[config.mk]
export PLATFORM = sky130hd
export DESIGN_NAME = edge_detector_mc
export DESIGN_NICKNAME = d
export VERILOG_FILES = /design/src/rtl/edge_detector_mc.sv
export SDC_FILE = /design/constraint.sdc
export NUM_CORES = 1
export LEC_CHECK = 0
export CAP_MARGIN = 10
export CORE_MARGIN = 2
export CORE_UTILIZATION = 42
export CTS_CLUSTER_SIZE = 28
export DETAILED_ROUTE_END_ITERATION = 6
export PLACE_DENSITY = 0.73
export REMOVE_ABC_BUFFERS = 1
export SLEW_MARGIN = 20
export SYNTH_ARGS = -nofsm -noshare
export SYNTH_HDL_FRONTEND = slang
export SYNTH_SLANG_ARGS = --single-unit
export TNS_END_PERCENT = 50
[constraint.sdc]
create_clock -name clk -period 2.44 [get_ports clk]
set_input_delay 0.488 -clock clk [delete_from_list [all_inputs] [get_ports clk]]
set_output_delay 0.488 -clock clk [all_outputs]
set_load 0.01 [all_outputs]
[src/rtl/edge_detector_mc.sv]
// edge_detector_mc: multi-channel synchronising edge detector.
// Each channel synchronises its raw input and applies a persistence filter.
// It reports accepted level changes as one-cycle rise/fall pulses and keeps
// sticky, enable-gated pending flags that are OR-ed into a single interrupt.
module edge_detector_mc #(
   parameter int WIDTH       = 8,
   parameter int SYNC_STAGES = 2,
   parameter int FILT_CNT    = 4
) (
   input  logic             clk,
   input  logic             rst,
   input  logic [WIDTH-1:0] signal_i,
   input  logic [WIDTH-1:0] rise_en_i,
   input  logic [WIDTH-1:0] fall_en_i,
   input  logic [WIDTH-1:0] clr_i,
   output logic [WIDTH-1:0] level_o,
   output logic [WIDTH-1:0] rising_edge_o,
   output logic [WIDTH-1:0] falling_edge_o,
   output logic [WIDTH-1:0] pending_o,
   output logic             irq_o
);

   localparam int CW = $clog2(FILT_CNT + 1);
   // The counter value on the cycle in which the difference has persisted
   // FILT_CNT times, counting the current cycle.
   localparam logic [CW-1:0] CNT_LAST = CW'(FILT_CNT - 1);

   logic [WIDTH-1:0] sync_q [SYNC_STAGES];
   logic [CW-1:0]    cnt_q  [WIDTH];
   logic [WIDTH-1:0] s;
   logic [WIDTH-1:0] accept;
   logic [WIDTH-1:0] level_q;
   logic [WIDTH-1:0] rise_q;
   logic [WIDTH-1:0] fall_q;
   logic [WIDTH-1:0] pend_q;

   assign s = sync_q[SYNC_STAGES-1];

   // Synchroniser chain: stage 0 captures the raw asynchronous inputs.
   always_ff @(posedge clk or posedge rst) begin
      if (rst) begin
         for (int unsigned i = 0; i < SYNC_STAGES; i++) begin
            sync_q[i] <= '0;
         end
      end else begin
         sync_q[0] <= signal_i;
         for (int unsigned i = 1; i < SYNC_STAGES; i++) begin
            sync_q[i] <= sync_q[i-1];
         end
      end
   end

   // A channel accepts its new level once the difference has lasted FILT_CNT cycles.
   always_comb begin
      accept = '0;
      for (int unsigned n = 0; n < WIDTH; n++) begin
         accept[n] = (s[n] != level_q[n]) && (cnt_q[n] == CNT_LAST);
      end
   end

   // Persistence counters: count while s differs from level, clear on agreement or acceptance.
   always_ff @(posedge clk or posedge rst) begin
      if (rst) begin
         for (int unsigned n = 0; n < WIDTH; n++) begin
            cnt_q[n] <= '0;
         end
      end else begin
         for (int unsigned n = 0; n < WIDTH; n++) begin
            if ((s[n] == level_q[n]) || accept[n]) begin
               cnt_q[n] <= '0;
            end else begin
               cnt_q[n] <= cnt_q[n] + 1'b1;
            end
         end
      end
   end

   // Filtered level and edge pulses; the pulses coincide with the first cycle of the new level.
   always_ff @(posedge clk or posedge rst) begin
      if (rst) begin
         level_q <= '0;
         rise_q  <= '0;
         fall_q  <= '0;
      end else begin
         level_q <= level_q ^ accept;
         rise_q  <= accept & ~level_q;
         fall_q  <= accept & level_q;
      end
   end

   // Sticky pending flags: a set from an enabled pulse overrides a coincident clear.
   always_ff @(posedge clk or posedge rst) begin
      if (rst) begin
         pend_q <= '0;
      end else begin
         pend_q <= (pend_q & ~clr_i) | (rise_q & rise_en_i) | (fall_q & fall_en_i);
      end
   end

   assign level_o        = level_q;
   assign rising_edge_o  = rise_q;
   assign falling_edge_o = fall_q;
   assign pending_o      = pend_q;
   assign irq_o          = |pend_q;

endmodule

After elaboration in Yosys (flattened, before gate mapping). Index checks and enable logic that the tools add are counted.

Flip-flop bits (word level): 72. Input bits: 34. Output and inout port bits: 33. Logic and storage cells: 81.

Add/subtract/negate cells: 8. Eq/ne operators: 24. Multiplexer cells: 8. Bitwise operators: 10. Reduce and logical (&&, ||, !) cells: 17.

Operators by type and width (number): 8-bit AND (5); 3-bit by 1-bit adder with 3-bit output, second input constant (8); 3-bit by 2-bit equality test with 1-bit output, second input constant (8); 3-bit 2-to-1 mux (8); 8-bit NOT (2); 8-bit OR (2); 1-bit equality test (8); 1-bit logical AND (8); 1-bit logical OR (8); 1-bit inequality test (8); 8-bit OR reduction (1); 8-bit bitwise XOR (1).

Depth between registers and ports, before layout. Gate-level depths: netlist (run 1).

Word-level depth: 4. Mapped depth: 4. Depth with buffers taken out: 4.

Least setup slack after synthesis (run 1). OpenSTA, ideal clock, no wires.

Kind: register -> output. From: register pend_q[2], in the netlist pending_o[2]. To: output irq_o. Arrival time: 0.791 ns. Data required time: 1.952 ns. Setup slack: 1.161 ns. Stages on the path, launching flop included: 3. Buffers on the path: 0. Cell sequence: dfrtp_1 > nor4_1 > nand2_1.

Cells in the longest elaborated chain, start to end: 1.

RTL lines: start, declared (line 35) `logic [WIDTH-1:0] pend_q;`; start signal, assigned (line 96) `pend_q <= (pend_q & ~clr_i) | (rise_q & rise_en_i) | (fall_q & fall_en_i);`; 8-bit OR reduction (line 104) `assign irq_o = |pend_q;`; end, declared (line 20) `output logic irq_o`.

Every way passes these cells.

Worst setup path in the final report (run 1). Same ends and word-level chain as after synthesis.

==> flow_summary.toml, run 1 <==
[power]
ir_drop_uv = 586
power_frac_seq_pct = 44.8
p_sw_uw = 960
power.density_mw_per_mm2 = 985
switching_share_pct = 26.7
intPower_mw = 2.64
leakage_nw = 1.64
comb_power_share_pct = 24.9
power.share.clock_pct = 30.4

[yosys]
synth-seq-area-share_pct = 68.4
ys_warn_count = 0
syn_area_mm2 = 0.00263
netlist_instances = 191
synthDistinctLibCells = 14
syn_area_per_cell_um2 = 13.8
ys_ff_latch = 72

[cts]
clock-sinks = 72
cts_buffers = 9
cts-resized-gates = 0
clkTransAtPathRegs_ns = 0.07
h-tree-depth = 3
cts_tree = "done"
cts_hold_buf = 0
root_buffer = "clkbuf_8"
clock_latency_ns = 0.34
clock_path_buffers = 2
post_cts_buffers = 0

[global_route]
grt_pass1_wl_mm = 7.93
grt-ovfl-total = 0
grt_pass1_vias = 1723
antenna_found_initial = 0
grt_usage_pct = 14.6
grt_max_degree = 29

[drt]
remaining_drc_errors = 0
detail-route-antenna-nets = 0
wire_per_inst_um = 12.9
dr_total_vias = 1652
drt_iter0_markers = 126
wl_mm = 4.50
via_per_inst = 4.72
drtPass1Iterations = 2

[sta]
fin_ws_ns = 0.287
final-setup-viol-count = 0
period_needed_ns = 2.15
finalCritPeriodShare_pct = 88.2
max_freq_mhz = 464
slew_violations = 0
worst_pin_slew_ns = 0.476
tns_ns = 0
relSlewSlack_pct = 68.2
finalClockSkew_ns = 0.00705
finalHoldViolCount = 0
rsz0062_at_grt = "false"

[cells_and_area]
fin_area_mm2 = 0.00365
diodes = 0
area_growth_pct = 38.6
drive_gt1_share_pct = 10.5
fin_nets = 320
multi_input_area_um2 = 756
register_area_mm2 = 0.00180
nFillCells = 476

[critical_path]
end_kind = "output port"
crit_type = "register to output port"
worstPathMaxFanout = 3
crit_required_ns = 1.95
arrival_ns = 1.67
cp-start-kind = "register"

[floorplan]
ios = 67
die-area_mm2 = 0.00692
die_w_um = 83.2
dieHeight_um = 83.2
coreArea_mm2 = 0.00599
start_util_pct = 43.9
rows = 28

[placement]
gp_congestion = 0.752
place_ws_ns = 0.620
hpwl_mm = 3.36
placed_cell_area_mm2 = 0.00341
io_buffer_count = 66

[job]
maxCapViolCount = 0

[run_status]
status = "finished clean"

[hold_path]
hold_class = "register to register"
## Yosys cell counts
| cell type | number | area, µm² |
|---|---|---|
| nor2_1 | 8 | 30.0 |
| nor3_1 | 16 | 80.1 |
| dfrtp_1 | 72 | 1800 |
| mux2_2 | 5 | 56.3 |
| and3b_1 | 6 | 52.6 |
| nor4_1 | 2 | 12.5 |
| nand2_1 | 9 | 33.8 |
| inv_1 | 20 | 75.1 |
| ha_1 | 16 | 200 |
| a22oi_1 | 8 | 60.1 |
| o21ai_0 | 11 | 55.1 |
| xnor2_1 | 8 | 70.1 |
| nor3b_1 | 4 | 30.0 |
| nor3b_2 | 6 | 75.1 |
## cell type report
cell class                      instances  area share [%]
Tap cell                               75            2.57
Multi-Input combinational cell         99            20.7
Inverter                               20            2.06
Sequential cell                        72            49.4
Clock inverter                          6            2.95
Clock buffer                           10            3.50
Timing Repair Buffer                   68            18.9
## routing by layer
layer  GRT usage [%]  wire, µm  vias to the layer above
met3            6.16       269                       12
met5               0         0                        -
met1            17.4      1890                      783
met2            23.2      2230                       44
li1                -         -                      813
met4            6.56       107                        0
## logic make-up (layout without fill, tap and decap cells)
| logic type | count (synthesis) | in the layout | share of synthesized area (%) |
|---|---|---|---|
| AOI/OAI and AO/OA | 19 | 19 | 4.37 |
| xor gates and xnor gates | 8 | 8 | 2.66 |
| adders and majority gates | 16 | 16 | 7.60 |
| buffers and inverters | 20 | 104 | 2.85 |
| DFF | 72 | 72 | 68.4 |
| muxes | 5 | 5 | 2.14 |
| and+or+nand+nor | 51 | 51 | 11.9 |
## worst max-delay path, cell delays in order, from the launching register on
cell and delay, ns:
dfrtp_1 0.40, nor4_1 0.36, nand2_1 0.09, clkdlybuf4s50_1 0.48
## cells in the final DEF (no fill, tap or decap), drive strengths merged
cell type and instances:
nor3b 10, and3b 6, buf 2, nor4 2
o21ai 11, clkinv 2, inv 20, nand2 9
mux2 5, nor2 8, clkbuf 10, clkdlybuf4s50 66
dfrtp 72, a22oi 8, ha 16, nor3 16
bufinv 3, clkinvlp 1, xnor2 8
## final timing paths
check,startpoint,endpoint,slack (ns),cells after the start
max in group asynchronous,rst,cnt_q[23],1.27,3
max,pending_o[2],irq_o,0.29,3
min,sync_q[11],s[3],0.35,0
min reg2reg,sync_q[11],s[3],0.35,0
min in group asynchronous,rst,cnt_q[5],0.49,2
max reg2reg,cnt_q[18],register,1.17,3
## power groups by stage
stage	sequential [mW]	clock, mW	combinational [mW]
global placement	1.62	0	0.885
global route	1.65	1.18	1.01
finish	1.61	1.09	0.894
CTS	1.62	1.12	0.912
detailed placement	1.64	0	0.902
floorplan	1.65	0	0.484
## metrics by stage
| step | std cells | util [%] | total power, mW | hold WS, ns |
|---|---|---|---|---|
| 3_3_place_gp | 334 | 57.0 | 2.51 | 0.332 |
| 5_1_grt | 350 | 60.9 | 3.85 | 0.362 |
| 3_5_place_dp | 334 | 57.0 | 2.54 | 0.335 |
| 6_report | 350 | 60.9 | 3.60 | 0.349 |
| 2_1_floorplan | 191 | - | 2.13 | 0.331 |
| 4_1_cts | 350 | 60.9 | 3.64 | 0.351 |
No activity file was read; power rests on OpenSTA's default activity.
==> inputs of run 2 (changes only) <==
--- a/config.mk
+++ b/config.mk
@@ -10,6 +10,7 @@
 export CORE_UTILIZATION = 42
 export CTS_CLUSTER_SIZE = 28
 export DETAILED_ROUTE_END_ITERATION = 6
+export GPL_ROUTABILITY_DRIVEN = 0
 export PLACE_DENSITY = 0.73
 export REMOVE_ABC_BUFFERS = 1
 export SLEW_MARGIN = 20
==> results of run 2 <==
Final layout, timing and power as in run 1 (identical DEF).
